===== src/rtl/mem_bus_pkg.sv =====
// Shared types and memory-map bounds for the CPU-side memory bus master.
package mem_bus_pkg;

  typedef enum logic [1:0] {
    IDLE,
    READ,
    WRITE,
    RESP
  } state_t;

  localparam logic [15:0] IO_BASE       = 16'h0010;
  localparam logic [15:0] PERIPH_BASE   = 16'h0100;
  localparam logic [15:0] RAM_BASE      = 16'h0200;
  localparam logic [15:0] UNMAPPED_BASE = 16'h0400;
  localparam logic [15:0] ROM_BASE      = 16'hC000;

  // Hole between the end of RAM and the start of ROM.
  function automatic logic is_unmapped(input logic [15:0] addr);
    return (addr >= UNMAPPED_BASE) && (addr < ROM_BASE);
  endfunction

endpackage


===== src/rtl/mem_byte_lane.sv =====
// Byte-lane steering: read-side byte extract/zero-extend, write-side byte replicate.
module mem_byte_lane (
  input  logic        is_byte,
  input  logic        hi_byte,
  input  logic [15:0] rd_word,
  input  logic [15:0] wr_data,
  output logic [15:0] rd_data,
  output logic [15:0] wr_word
);

  always_comb begin
    rd_data = rd_word;
    wr_word = wr_data;
    if (is_byte) begin
      rd_data = {8'h00, (hi_byte ? rd_word[15:8] : rd_word[7:0])};
      wr_word = {wr_data[7:0], wr_data[7:0]};
    end
  end

endmodule


===== src/rtl/mem_bus_master.sv =====
// CPU request to memory bus master (IDLE/READ/WRITE/RESP).
// Optional write timeout enabled by defining MEM_TIMEOUT_EN.
module mem_bus_master
  import mem_bus_pkg::*;
#(
  parameter int TIMEOUT_CYC = 16
) (
  input  logic        clk,
  input  logic        rst_n,
  input  logic        req_valid,
  output logic        req_ready,
  input  logic        req_write,
  input  logic        req_byte,
  input  logic [15:0] req_addr,
  input  logic [15:0] req_wdata,
  output logic        rsp_valid,
  output logic [15:0] rsp_rdata,
  output logic        rsp_err,
  output logic [15:0] MAB_out,
  output logic [15:0] MDB_wr,
  output logic        MW,
  output logic        BW,
  input  logic [15:0] MDB_rd,
  input  logic        ram_write_done
);

  state_t      state, state_nxt;
  logic        lat_write, lat_byte;
  logic [15:0] lat_addr, lat_wdata;
  logic [15:0] lane_rdata, lane_wword;
  logic        accept;
  logic        timeout_hit;

  assign accept = req_valid && (state == IDLE);

  mem_byte_lane u_lane (
    .is_byte (lat_byte),
    .hi_byte (lat_addr[0]),
    .rd_word (MDB_rd),
    .wr_data (lat_wdata),
    .rd_data (lane_rdata),
    .wr_word (lane_wword)
  );

`ifdef MEM_TIMEOUT_EN
  localparam int CW = $clog2(TIMEOUT_CYC + 1);
  logic [CW-1:0] wr_cnt;

  always_ff @(posedge clk or negedge rst_n) begin
    if (!rst_n)               wr_cnt <= '0;
    else if (state != WRITE)  wr_cnt <= '0;
    else                      wr_cnt <= wr_cnt + 1'b1;
  end

  assign timeout_hit = (state == WRITE) && (wr_cnt == CW'(TIMEOUT_CYC - 1));
`else
  assign timeout_hit = 1'b0;
`endif

  always_ff @(posedge clk or negedge rst_n) begin
    if (!rst_n) state <= IDLE;
    else        state <= state_nxt;
  end

  always_comb begin
    state_nxt = state;
    case (state)
      IDLE: begin
        if (req_valid) begin
          if (is_unmapped(req_addr)) state_nxt = RESP;
          else if (req_write)        state_nxt = WRITE;
          else                       state_nxt = READ;
        end
      end
      READ:    state_nxt = RESP;
      WRITE:   if (ram_write_done || timeout_hit) state_nxt = RESP;
      RESP:    state_nxt = IDLE;
      default: state_nxt = IDLE;
    endcase
  end

  always_ff @(posedge clk or negedge rst_n) begin
    if (!rst_n) begin
      lat_write <= 1'b0;
      lat_byte  <= 1'b0;
      lat_addr  <= '0;
      lat_wdata <= '0;
    end else if (accept) begin
      lat_write <= req_write;
      lat_byte  <= req_byte;
      lat_addr  <= req_addr;
      lat_wdata <= req_wdata;
    end
  end

  // Response fields only change on the edge that enters RESP, so they hold between responses.
  always_ff @(posedge clk or negedge rst_n) begin
    if (!rst_n) begin
      rsp_rdata <= '0;
      rsp_err   <= 1'b0;
    end else begin
      case (state)
        IDLE: begin
          if (req_valid && is_unmapped(req_addr)) begin
            rsp_rdata <= '0;
            rsp_err   <= 1'b1;
          end
        end
        READ: begin
          rsp_rdata <= lane_rdata;
          rsp_err   <= 1'b0;
        end
        WRITE: begin
          if (ram_write_done) begin
            rsp_rdata <= '0;
            rsp_err   <= 1'b0;
          end else if (timeout_hit) begin
            rsp_rdata <= '0;
            rsp_err   <= 1'b1;
          end
        end
        default: ;
      endcase
    end
  end

  always_comb begin
    req_ready = (state == IDLE);
    rsp_valid = (state == RESP);
    MAB_out   = '0;
    MDB_wr    = '0;
    MW        = 1'b0;
    BW        = 1'b0;
    case (state)
      READ: MAB_out = {lat_addr[15:1], 1'b0};
      WRITE: begin
        MW      = lat_write;
        BW      = lat_byte;
        MAB_out = lat_byte ? lat_addr : {lat_addr[15:1], 1'b0};
        MDB_wr  = lane_wword;
      end
      default: ;
    endcase
  end

endmodule

===== config.mk =====
export PLATFORM = sky130hd
export DESIGN_NAME = mem_bus_master
export DESIGN_NICKNAME = d
export VERILOG_FILES = /design/src/rtl/mem_bus_pkg.sv /design/src/rtl/mem_byte_lane.sv /design/src/rtl/mem_bus_master.sv
export SDC_FILE = /design/constraint.sdc
export NUM_CORES = 1
export LEC_CHECK = 0
export BUFFER_PORTS_ARGS = -buffer_cell sky130_fd_sc_hd__buf_2
export CAP_MARGIN = 15
export CORE_UTILIZATION = 49
export CTS_CLUSTER_SIZE = 20
export DETAILED_ROUTE_END_ITERATION = 10
export GPL_TIMING_DRIVEN = 0
export PLACE_DENSITY = 0.87
export SYNTH_ARGS = -nofsm -noshare
export SYNTH_HDL_FRONTEND = slang
export SYNTH_HIERARCHICAL = 1
export SYNTH_SLANG_ARGS = --single-unit

===== constraint.sdc =====
create_clock -name clk -period 2.2 [get_ports clk]
set_clock_uncertainty 0.15 [all_clocks]
set_input_delay 0.55 -clock clk [delete_from_list [all_inputs] [get_ports clk]]
set_output_delay 0.55 -clock clk [all_outputs]
set_load 0.005 [all_outputs]

# Word level (Yosys, flattened, before mapping)
# Index checks and enable logic that the tools add are counted.
[op_classes]
n_addsub = 0
div = 0
n_shift = 0
eq_ne = 6
multipliers = 0
reduce_logical = 7
n_bitwise = 0
n_lt_le_gt_ge = 2
muxes = 19
[op_table]
columns = ["cell", "count"]
rows = [
  ["$mux 16", 5],
  ["$pmux 16 s3", 1],
  ["$pmux 16 s2", 1],
  ["$ge 16x11->1 const B", 1],
  ["$lt 16x16->1 const B", 1],
  ["$mux 2", 4],
  ["$mux 8", 1],
  ["$pmux 2 s4", 1],
  ["$mux 1", 5],
  ["$eq 2x2->1 const B", 2],
  ["$ne 2x2->1 const B", 2],
  ["$logic_and 1x1->1", 3],
  ["$pmux 1 s3", 1],
  ["$reduce_and 3->1", 1],
  ["$reduce_bool 3->1", 1],
  ["$eq 2x1->1 const B", 1],
  ["$logic_not 2->1", 1],
  ["$ne 2x1->1 const B", 1],
  ["$reduce_and 2->1", 1],
]
[totals]
register_bits = 53
inputBits = 54
memories = 0
mem_bits_rw = 0
mem_bits_ro = 0
output_inout_bits = 53
latchBits = 0

# Logic depth before layout (Yosys ltp)
# Gate-level depths: netlist of run 1.
[depth]
depth_word = 5
ltp_mapped = 8

# By module
# The synthesis of run 1 kept the hierarchy.
[by_module_without_submodules]
columns = ["mod", "area_each_um2", "cells_each", "instances"]
rows = [
  ["mem_bus_master", 2337.2, 172, 1],
  ["mem_byte_lane", 376.6, 35, 1],
]

# Worst setup path before layout of run 1
# OpenSTA, ideal clock, no wires.
[synth_path]
kind = "register to output"
startpoint = "reg state[0]"
endpoint = "out MAB_out[11]"
required_ns = 1.500
path_slack_ns = 0.118
arrival_ns = 1.382
path_stages_with_launch = 7
path_cell_list = "dfrtp_1 inv_1 ha_1 clkbuf_1 o21a_1 clkbuf_1 and2_1"
[synth_via]
elab_chain_len = 2
elab_cells_between_ends = 3
cone_classes = "2 x eq/ne; 1 x mux"
[synth_lines]
columns = ["item", "line", "text"]
rows = [
  ["start, declared", "mem_bus_master.sv:27", "state_t state, state_nxt;"],
  ["start signal, assigned", "mem_bus_master.sv:62", "else state <= state_nxt;"],
  ["$eq 2x2->1 or $eq 2x1->1 (tied branches)", "mem_bus_master.sv:134", "case (state)"],
  ["$pmux 16 s2 (*)", "mem_bus_master.sv:134", ""],
  ["end, declared", "mem_bus_master.sv:19", "output logic [15:0] MAB_out,"],
]
# Mark *: on every way between the ends. The rest lies on a longest branch, timed or not.

# Worst setup path after layout of run 1
[layout_path]
startpoint = "reg state[0]"
endpoint = "out MAB_out[0]"
# Same word-level chain as after synthesis.

==> results.txt, run 1 <==
----------------------------------------------------
[Final layout]
  Most common library cell in the layout ignoring fill and taps ... sky130_fd_sc_hd__buf_2
  Layout net count ... 391
  Fillers ... 368
  Final core utilization ... 71.95%
  Leading cell types in the layout, fill and taps excluded ... sky130_fd_sc_hd__buf_2 (96), sky130_fd_sc_hd__dfrtp_1 (52), sky130_fd_sc_hd__mux2_2 (40)
  Fraction of final layout cells with drive strength greater than 1 ... 68.77%
  Antenna cell count ... 0
  Area added between synthesis and finish ... 37.99%

[Global route]
  Largest net degree at the start of global routing ... 54
  First-pass GRT wire length ... 10.09 mm
  Number of global-route vias before repair ... 2085
  Total global routing track utilization ... 21.76%
  Initial antenna violation count ... 0
  Global route total overflow ... 0

[STA]
  Highest clock frequency the design can meet ... 416.9 MHz
  Minimum setup slack in the final design ... -0.1985 ns
  Setup repair after global routing missed its margin ... yes
  Normalized max-slew margin ... 63.18%
  Final setup violation count ... 33
  Pins over their slew limit ... 0
  Transition at the pin with the smallest max-transition slack ... 0.5523 ns
  Post-route minimum period ... 2.399 ns
  Count of endpoints failing hold in the final timing report ... 0
  Final period util ... 109.0%
  Worst hold slack ... 0.0008033 ns

[Yosys]
  Number of instances in the synthesized netlist ... 207
  Main area contributors after synthesis ... sky130_fd_sc_hd__dfrtp_1 (49%), sky130_fd_sc_hd__mux2_2 (17%), sky130_fd_sc_hd__and2_1 (7.6%), sky130_fd_sc_hd__mux2_4 (5.5%), sky130_fd_sc_hd__a22o_2 (4.1%)
  Number of synthesis warnings ... 6
  Share of synthesized cell area in full adder, half adder and majority cells ... 2.305%
  Count of flip-flops with a built-in enable after synthesis ... 0
  Post-synthesis sequential area ratio ... 48.87%
  Post-synthesis mux area share ... 22.50%
  Main combinational cell family by area after synthesis ... multiplexers
  Cell area after technology mapping ... 2714 µm²
  Portion of synthesized cell area occupied by the leading cell type ... 48.87%
  Most common flop cell mapped by yosys ... sky130_fd_sc_hd__dfrtp_1
  Synthesized area divided by synthesized cell count ... 13.11 µm²
  Post-synthesis cell type with the largest combined area ... sky130_fd_sc_hd__dfrtp_1
  Distinct cell type count of the synthesized netlist ... 25
  Async set or reset register ratio after synthesis ... 100.0%
  Synthesized netlist net count ... 266
  Complex-gate fraction of the synthesized area ... 8.483%
  Xor/xnor share of the synthesized area ... 0%
  Share of synthesized cell area in and, or, nand and nor gates ... 11.89%
  FF+latch count, synth ... 53

[Detailed routing]
  Average via count per standard cell ... 5.007
  Remaining antenna violation count ... 0
  Number of DRC violations after detailed routing ... 0
  Number of DRC markers in iteration 0 ... 67
  Routed wire length ... 6.293 mm
  Routed vias ... 2018
  DRT Pass-1 Iters ... 4
  Mean routed wirelength per cell ... 15.62 µm

[Clocking]
  Number of buffers inserted for hold repair after clock tree synthesis ... 0
  TritonCTS clock tree ... done
  Num Clock Sinks ... 53
  Number of buffers on the longest clock path ... 2
  CTS H-tree lvls ... 2
  Clock Latency Late Sink ... 0.30 ns
  Clock transition time at the flip-flop clock pins of the worst setup and hold paths ... 0.10 ns
  TritonCTS Buffers ... 5
  CTS root buf ... sky130_fd_sc_hd__clkbuf_8

[Worst setup path]
  Start-to-end type of the worst setup path ... reg2out
  Worst EP arrival ... 1.70 ns
  Max FO, Critical Path ... 5
  Endpoint required time on the critical path ... 1.50 ns
  Critical Path Source Type ... flip-flop
  Critical path endpoint category ... primary output

[Die]
  Standard-cell rows ... 26
  Area of the die ... 5840 µm²
  Top-Level Pins ... 107
  Chip width ... 76.42 µm
  Starting density of the core ... 52.14%
  Y dimension of the die ... 76.42 µm
  Core footprint ... 5205 µm²

[Pwr]
  Internal cell power ... 3.643 mW
  Logic gate share of total power ... 58.3%
  Seq pwr share ... 31.6%
  VDD IR max ... 798.4 µV
  Total net switching power ... 1.844 mW
  Fraction of power spent switching nets ... 33.61%
  Leakage ... 1.939 nW
  Clock network fraction of design power ... 10.1%
  Power per Cell Area ... 1465 nW/µm²

[Status]
  Run status ... finished with violations
  Failing checks ... setup timing

[Run]
  Number of maximum-capacitance violations ... 0

[Hold path]
  Worst Hold Class ... in2async

[Place]
  Weighted congestion at the end of routability-driven global placement ... 0.7655
  DP Worst Slack ... -0.4543 ns
  Quantity of I/O buffers inserted on ports ... 106

----------------------------------------------------
## registers in the layout, summed over array words and instances, names as in the netlist
signal / flops
lat_wdata: 16
lat_write: 1
state: 2
rsp_err: 1
lat_addr: 16
lat_byte: 1
rsp_rdata: 16
## cells in the mapped netlist (5+ instances only)
master                     count
sky130_fd_sc_hd__and2_1       33
sky130_fd_sc_hd__mux2_2       40
sky130_fd_sc_hd__and2b_1       5
sky130_fd_sc_hd__a22o_1        8
sky130_fd_sc_hd__ha_1          5
sky130_fd_sc_hd__inv_1         6
sky130_fd_sc_hd__clkbuf_1      6
sky130_fd_sc_hd__buf_4         8
sky130_fd_sc_hd__mux2_4       10
sky130_fd_sc_hd__a22o_2       11
sky130_fd_sc_hd__buf_6         5
sky130_fd_sc_hd__dfrtp_1      53
## metal layers
layer	vias to the layer above	track usage, %	routed length, µm
li1	959	-	-
met1	986	27.60	2650
met2	69	38.11	3285
met3	4	4.311	308
met4	0	5.000	49
met5	-	0	0
## power groups by stage
stage	Clock, mW	Sequential [mW]	Combinational [mW]
CTS	0.566	1.71	2.95
global placement	0	1.71	2.41
detailed placement	0	1.74	2.48
floorplan	0	1.68	1.72
finish	0.552	1.73	3.20
global route	0.609	1.80	3.45
## path summary, 6_finish.rpt
kind	from	end	slack [ns]	cells past startpoint
setup / recovery	state[0]	MAB_out[0]	-0.20	7
hold / removal	rst_n	lat_addr[5]	0.0008	1
setup reg to reg	state[0]	rsp_rdata[6]	0.06	10
hold reg to reg	lat_addr[14]	lat_addr[14]	0.36	1
max in group asynchronous	rst_n	rsp_rdata[14]	1.37	2
min in group clk	req_byte	lat_byte	0.32	2
## cell type report
class / count / area, µm² / share of cell area (%)
plain buffers: 18 / 160.2 / 4.277
well taps: 70 / 87.58 / 2.339
flip-flops and latches: 53 / 1328 / 35.45
clock buffers: 5 / 68.82 / 1.838
repair buffers: 119 / 750.7 / 20.05
inverters: 6 / 22.52 / 0.6014
clock inverters: 3 / 22.52 / 0.6014
multi-input cells: 129 / 1305 / 34.85
## through the flow
stage               power, mW  TNS, ns  instance area [µm²]  cells
finish                  5.487   -4.678                 3745    403
floorplan               3.403        0                 2714    207
CTS                     5.234   -4.796                 3625    400
global route            5.855   -7.368                 3745    403
detailed placement      4.219   -8.538                 3332    383
global placement        4.116   -6.271                 3332    383
## logic make-up (layout without fill, tap and decap cells)
kind of cell,after synthesis,count (layout)
flip-flops,53,53
adder cells (fa/ha/maj),5,5
buffers and inverters,25,151
AO/OA/AOI/OAI,23,23
AND/OR/NAND/NOR,50,50
multiplexers,51,51
## worst max-delay path: stages, from the launching register on
cell and delay, ns:
sky130_fd_sc_hd__dfrtp_1 0.40, sky130_fd_sc_hd__inv_2 0.09, sky130_fd_sc_hd__buf_12 0.13, sky130_fd_sc_hd__ha_4 0.16
sky130_fd_sc_hd__buf_4 0.16, sky130_fd_sc_hd__and2_1 0.15, sky130_fd_sc_hd__and3_1 0.18, sky130_fd_sc_hd__buf_2 0.14
## timing repair
action,in CTS,in global routing
setup endpoints to repair,75,55
gates resized for setup,33,22
pin swaps,14,5
buffers inserted,7,3
gates cloned,2,0
Note: power is estimated with default switching activity, not from simulation.
==> run 2, diff against run 1 <==
--- a/config.mk
+++ b/config.mk
@@ -5,13 +5,13 @@
 export SDC_FILE = /design/constraint.sdc
 export NUM_CORES = 1
 export LEC_CHECK = 0
-export BUFFER_PORTS_ARGS = -buffer_cell sky130_fd_sc_hd__buf_2
 export CAP_MARGIN = 15
-export CORE_UTILIZATION = 49
+export CORE_UTILIZATION = 60
 export CTS_CLUSTER_SIZE = 20
 export DETAILED_ROUTE_END_ITERATION = 10
+export DONT_BUFFER_PORTS = 1
 export GPL_TIMING_DRIVEN = 0
-export PLACE_DENSITY = 0.87
+export PLACE_DENSITY = 0.83
 export SYNTH_ARGS = -nofsm -noshare
 export SYNTH_HDL_FRONTEND = slang
 export SYNTH_HIERARCHICAL = 1
==> constraint.sdc (replaced) <==
create_clock -name clk -period 3.1 [get_ports clk]
set_clock_uncertainty 0.15 [all_clocks]
set_input_delay 0.775 -clock clk [delete_from_list [all_inputs] [get_ports clk]]
set_output_delay 0.775 -clock clk [all_outputs]
set_load 0.005 [all_outputs]
==> run 2 against run 1 <==
Effect of this change: the run now ends clean; sequential cell count did not move; non-clock buffer count shrank 117; hold slack improved by 0.15 ns; register-to-register slack improved by 0.75 ns; die area is 18% lower; clock power fell by 11%; sequential share of layout area up 9.7 points; via count decreased by 19%; final cell count decreased by 33%; core utilization down 4.5 points; wire length down 14%; highest routed layer unchanged.
==> results.txt, run 2 (synthesis gave the netlist of run 1 again) <==
----------------------------------------------------
[Global route]
  Global route total overflow ... 0 (unchanged)
  Met2 capacity usage during global routing ... 40.78% (+2.7 points)
  First-pass GRT wire length ... 8.776 mm (-13%)
  Busiest metal layer after global routing ... met2
  GR Util met1 ... 26.81% (-0.79 points)
  Number of global-route vias before repair ... 1797 (-14%)
  Largest net degree at the start of global routing ... 49 (-9.3%)
  GRT met3 Usage ... 7.558% (+3.2 points)
  Initial antenna violation count ... 0 (unchanged)
  Total global routing track utilization ... 23.48% (+1.7 points)

[Detailed routing]
  Remaining antenna violation count ... 0 (unchanged)
  Routed vias ... 1638 (-19%)
  Routed wire length ... 5.436 mm (-14%)
  Average via count per standard cell ... 6.112 (+22%)
  Number of DRC markers in iteration 0 ... 73 (+9.0%)
  Mean routed wirelength per cell ... 20.28 µm (+30%)
  Number of DRC violations after detailed routing ... 0 (unchanged)
  DRT Pass-1 Iters ... 4 (unchanged)

[Worst setup path]
  Critical path endpoint category ... primary output
  Max FO, Critical Path ... 10 (+5)
  Start-to-end type of the worst setup path ... reg2out
  Critical Path Source Type ... flip-flop
  Worst EP arrival ... 1.93 ns (+0.23 ns)
  Endpoint required time on the critical path ... 2.17 ns (+0.67 ns)

[Die]
  Area of the die ... 4796 µm² (-18%)
  Standard-cell rows ... 24 (-7.7%)
  Core footprint ... 4354 µm² (-16%)
  Starting density of the core ... 62.33% (+10 points)
  Chip width ... 69.26 µm (-9.4%)
  Top-Level Pins ... 107 (unchanged)
  Y dimension of the die ... 69.26 µm (-9.4%)

[STA]
  Worst hold slack ... 0.1518 ns (+0.1510 ns)
  Post-route minimum period ... 2.859 ns
  Transition at the pin with the smallest max-transition slack ... 0.5687 ns (+0.01640 ns)
  Normalized max-slew margin ... 62.09% (-1.1 points)
  Final setup violation count ... 0 (-100%)
  Highest clock frequency the design can meet ... 349.8 MHz
  Count of endpoints failing hold in the final timing report ... 0 (unchanged)
  Final period util ... 92.21%
  Setup repair after global routing missed its margin ... no
  Pins over their slew limit ... 0 (unchanged)
  Final sum of negative setup slack ... 0 ns (+4.678 ns)

[Clocking]
  TritonCTS clock tree ... done
  Clock transition time at the flip-flop clock pins of the worst setup and hold paths ... 0.09 ns (about the same)
  CTS H-tree lvls ... 2 (unchanged)
  CTS root buf ... sky130_fd_sc_hd__clkbuf_8
  Number of buffers on the longest clock path ... 2 (unchanged)
  Clock Latency Late Sink ... 0.30 ns (about the same)
  Num Clock Sinks ... 53 (unchanged)
  Count of buffers added by post-CTS timing repair for setup ... 0 (-7)
  TritonCTS Buffers ... 5 (unchanged)

[Final layout]
  Leading cell types in the layout, fill and taps excluded ... sky130_fd_sc_hd__dfrtp_1 (53), sky130_fd_sc_hd__mux2_2 (40), sky130_fd_sc_hd__and2_1 (33)
  Area occupied by registers ... 1326 µm² (about the same)
  Layout net count ... 274 (-30%)
  Area added between synthesis and finish ... 8.161%
  Antenna cell count ... 0 (unchanged)
  Fraction of final layout cells with drive strength greater than 1 ... 39.81% (-29 points)
  Registers with the highest flip-flop counts ... lat_addr (16), lat_wdata (16), rsp_rdata (16)
  Fillers ... 335 (-9.0%)
  Most common library cell in the layout ignoring fill and taps ... sky130_fd_sc_hd__dfrtp_1
  Multi-input gate area ... 1229 µm² (-5.8%)

[Place]
  Estimated wirelength of the detail-placed design ... 4.130 mm
  Quantity of I/O buffers inserted on ports ... 0 (-100%)
  Weighted congestion at the end of routability-driven global placement ... 0.8160 (+6.6%)

[Pwr]
  Power per Cell Area ... 1091 nW/µm² (-26%)
  Sum of internal, switching and leakage power ... 3.201 mW (-42%)
  Leakage ... 1.366 nW (-30%)
  VDD IR max ... 473.2 µV (-41%)

[Status]
  Run status ... finished, final reports clean

[Run]
  Number of maximum-capacitance violations ... 0 (unchanged)

[Hold path]
  Worst Hold Class ... in2async

----------------------------------------------------
==> run 2: layout make-up <==
| cell class | count | share of cell area, % |
|---|---|---|
| inverters | 6 | 0.7673 |
| well taps | 52 | 2.217 |
| clock inverters | 2 | 1.279 |
| clock buffers | 6 | 2.813 |
| flip-flops and latches | 53 | 45.18 |
| repair buffers | 2 | 1.279 |
| plain buffers | 18 | 4.604 |
| multi-input cells | 129 | 41.86 |
==> run 2: report_power, final <==
part | switching, mW | internal (mW) | total, mW
clock | 0.226 | 0.263 | 0.489
combinational | 0.647 | 0.808 | 1.46
sequential | 0.228 | 1.03 | 1.26
total | 1.10 | 2.10 | 3.20
==> run 2: worst paths after layout <==
kind	startpoint	to	slack [ns]	depth (start not counted)
max in group asynchronous	rst_n	lat_addr[2]	1.99	1
max	state[0]	MAB_out[13]	0.24	5
min	rst_n	lat_addr[10]	0.15	1
max reg2reg	state[0]	rsp_err	0.81	8
min reg2reg	lat_addr[10]	lat_addr[10]	0.35	1
min in group clk	lat_addr[10]	lat_addr[10]	0.35	1
==> run 2: timing repair <==
action                                  4_1_cts  5_1_grt
hold endpoints to repair                     48        0
gates resized for setup                       0        1
pin swaps                                     0        0
hold buffers                                  2        0
endpoints found under the setup margin        1       10
==> run 2: layer usage <==
metal  wire length [µm]  vias to the layer above  part of all wire, %
met1               2146                      823                   39
met2               2769                       76                   51
met5                  0                        -                    0
li1                   -                      725                    -
met3                381                       14                  7.0
met4                138                        0                  2.5
==> run 2: critical path: stages, from the launching register on <==
cell and delay (ns):
sky130_fd_sc_hd__dfrtp_1 0.41, sky130_fd_sc_hd__inv_1 0.10, sky130_fd_sc_hd__ha_1 0.36, sky130_fd_sc_hd__o21a_1 0.23, sky130_fd_sc_hd__clkbuf_1 0.29, sky130_fd_sc_hd__and2_1 0.23
==> run 2: stage by stage <==
step           util [%]  setup WS [ns]  area [µm²]  instances
2_1_floorplan         -         0.7926        2714        207
3_3_place_gp      63.82         0.5340        2779        259
3_5_place_dp      63.82         0.3430        2779        259
4_1_cts           67.36         0.1315        2933        268
5_1_grt           67.41        0.06502        2935        268
6_report          67.41         0.2415        2935        268
==> run 3, diff against run 2 <==
--- a/config.mk
+++ b/config.mk
@@ -12,6 +12,7 @@
 export DONT_BUFFER_PORTS = 1
 export GPL_TIMING_DRIVEN = 0
 export PLACE_DENSITY = 0.83
+export RECOVER_POWER = 50
 export SYNTH_ARGS = -nofsm -noshare
 export SYNTH_HDL_FRONTEND = slang
 export SYNTH_HIERARCHICAL = 1
==> run 3 against run 2 <==
Effect of this change: the flow now finishes with violations (capacitance limit, slew limit); power fell by 0.75%; register-to-register slack got worse by 0.24 ns; sequential power barely moved; combinational power barely moved; critical path depth did not move; design area fell by 0.77%; count of clock-buffer cells in the layout did not move; final cell count did not move.
==> results.txt, run 3 (synthesis gave the netlist of run 1 again) <==
----------------------------------------------------
[STA]
  Normalized max-slew margin ... -41.29% (-100 points)
  Count of endpoints failing hold in the final timing report ... 0 (unchanged)
  Final setup violation count ... 0 (unchanged)
  Highest clock frequency the design can meet ... 350.5 MHz (+0.20%)
  Final period util ... 92.02% (-0.19 points)
  Post-route minimum period ... 2.853 ns (-0.005778 ns)
  Setup repair after global routing missed its margin ... no
  Transition at the pin with the smallest max-transition slack ... 2.119 ns (+1.551 ns)
  Pins over their slew limit ... 49 (+49)
  Final sum of negative setup slack ... 0 ns (unchanged)

[Clocking]
  Clock Latency Late Sink ... 0.30 ns (about the same)
  Clock transition time at the flip-flop clock pins of the worst setup and hold paths ... 0.09 ns (about the same)
  Num Clock Sinks ... 53 (unchanged)
  Number of buffers on the longest clock path ... 2 (unchanged)
  CTS H-tree lvls ... 2 (unchanged)
  TritonCTS Buffers ... 5 (unchanged)
  CTS root buf ... sky130_fd_sc_hd__clkbuf_8
  TritonCTS clock tree ... done

[Global route]
  Global route total overflow ... 0 (unchanged)
  Initial antenna violation count ... 0 (unchanged)
  Total global routing track utilization ... 23.48% (unchanged)
  Number of global-route vias before repair ... 1797 (unchanged)
  First-pass GRT wire length ... 8.776 mm (unchanged)
  Largest net degree at the start of global routing ... 49 (unchanged)

[Worst setup path]
  Worst path cell trace ... inv_1 -> ha_1 -> o21a_1 -> clkbuf_1 -> and2_1
  Max FO, Critical Path ... 10 (unchanged)
  Slowest cell on the critical path ... sky130_fd_sc_hd__dfrtp_1
  Start-to-end type of the worst setup path ... reg2out
  Delay of the slowest cell on the worst path ... 0.41 ns (about the same)
  Worst EP arrival ... 1.93 ns (about the same)
  Critical path endpoint category ... primary output
  Endpoint required time on the critical path ... 2.17 ns (about the same)
  Critical Path Source Type ... flip-flop

[Final layout]
  Antenna cell count ... 0 (unchanged)
  Most common library cell in the layout ignoring fill and taps ... sky130_fd_sc_hd__dfrtp_1
  Leading cell types in the layout, fill and taps excluded ... sky130_fd_sc_hd__dfrtp_1 (53), sky130_fd_sc_hd__mux2_2 (40), sky130_fd_sc_hd__and2_1 (33)
  Registers with the highest flip-flop counts ... lat_addr (16), lat_wdata (16), rsp_rdata (16)
  Area added between synthesis and finish ... 7.330%
  Non-filler cells, final ... 268 (unchanged)
  Fraction of final layout cells with drive strength greater than 1 ... 38.89% (-0.93 points)
  Layout net count ... 274 (unchanged)
  Final core utilization ... 66.90% (-0.52 points)

[Die]
  Top-Level Pins ... 107 (unchanged)
  Y dimension of the die ... 69.26 µm (unchanged)
  Standard-cell rows ... 24 (unchanged)
  Area of the die ... 4796 µm² (unchanged)
  Core footprint ... 4354 µm² (unchanged)
  Starting density of the core ... 62.33% (unchanged)
  Chip width ... 69.26 µm (unchanged)

[Detailed routing]
  Remaining antenna violation count ... 0 (unchanged)
  Number of DRC violations after detailed routing ... 0 (unchanged)
  Routed wire length ... 5.415 mm (-0.39%)
  Number of DRC markers in iteration 0 ... 55 (-25%)
  Routed vias ... 1644 (+0.37%)
  DRT Pass-1 Iters ... 4 (unchanged)
  Mean routed wirelength per cell ... 20.21 µm (-0.39%)
  Average via count per standard cell ... 6.134 (+0.37%)

[Place]
  Weighted congestion at the end of routability-driven global placement ... 0.8160 (unchanged)
  Quantity of I/O buffers inserted on ports ... 0 (unchanged)
  Number of cells after detailed placement ... 259 (unchanged)
  Estimated wirelength of the detail-placed design ... 4.130 mm (unchanged)

[Pwr]
  Power per Cell Area ... 1091 nW/µm² (about the same)
  VDD IR max ... 473.9 µV (+0.15%)
  Leakage ... 1.361 nW (-0.33%)
  Sum of internal, switching and leakage power ... 3.177 mW (-0.75%)

[Run]
  Number of maximum-capacitance violations ... 1 (+1)

[Status]
  Run status ... finished with violations
  Failing checks ... capacitance limit, slew limit

[Hold path]
  Worst Hold Class ... reg2reg

----------------------------------------------------
-- run 3: cell count changes in the layout (fill, tap and decap cells not counted) --
cell | before | now
sky130_fd_sc_hd__buf_6 | 5 | 4
sky130_fd_sc_hd__dlymetal6s4s_1 | 0 | 1
sky130_fd_sc_hd__buf_16 | 1 | 0
sky130_fd_sc_hd__clkbuf_1 | 5 | 6
-- run 3: what timing repair did --
| action | CTS | global route |
|---|---|---|
| gates cloned | 0 | 0 |
| setup buffers | 0 | 0 |
| hold buffers | 2 | 0 |
| endpoints found under the setup margin | 1 | 10 |
| endpoints found under the hold margin | 48 | 0 |
| gates resized for setup | 0 | 1 |
-- run 3: through the flow --
step           hold slack [ns]  area [µm²]  setup slack (ns)
4_1_cts                 0.1653        2933            0.1315
3_5_place_dp            0.3305        2779            0.3430
3_3_place_gp            0.3305        2779            0.5340
6_report                0.3538        2913            0.2473
5_1_grt                 0.3656        2913           0.06502
2_1_floorplan           0.3206        2714            0.7926
-- run 3: critical path, delay by kind of cell (launching register included) --
kind | cells | cell delay [ns]
simple gates | 1 | 0.23
fa+ha+maj | 1 | 0.36
flops | 1 | 0.41
compound gates | 1 | 0.23
buf+inv | 2 | 0.39
-- run 3: cell type report --
cell class,count,area (µm²)
inverters,6,22.52
fillers,337,1441
well taps,52,65.06
multi-input cells,129,1229
clock buffers,6,82.58
flip-flops and latches,53,1326
clock inverters,2,37.54
repair buffers,2,22.52
plain buffers,18,127.6
-- run 3: per-layer routing --
metal / vias up / global-route usage, % / share of wire (%)
met5: - / 0 / 0
met4: 0 / 9.070 / 2.5
met3: 14 / 7.558 / 7.3
met2: 76 / 40.78 / 51
met1: 828 / 26.81 / 39
li1: 726 / - / -
-- run 3: report_power, final --
group	switching, mW	internal, mW	total, mW
registers	0.229	1.03	1.26
clock network	0.222	0.263	0.484
logic	0.646	0.789	1.44
total	1.10	2.08	3.18
-- run 3: worst paths after layout --
| check | from | to | slack (ns) | depth (start not counted) |
|---|---|---|---|---|
| max in group asynchronous | rst_n | rsp_rdata[9] | 0.55 | 1 |
| setup reg to reg | state[0] | rsp_err | 0.57 | 8 |
| hold reg to reg | lat_addr[10] | lat_addr[10] | 0.35 | 1 |
| setup / recovery | state[0] | MAB_out[13] | 0.25 | 5 |
| hold / removal | lat_addr[10] | lat_addr[10] | 0.35 | 1 |
| min in group asynchronous | rst_n | lat_addr[6] | 0.61 | 1 |
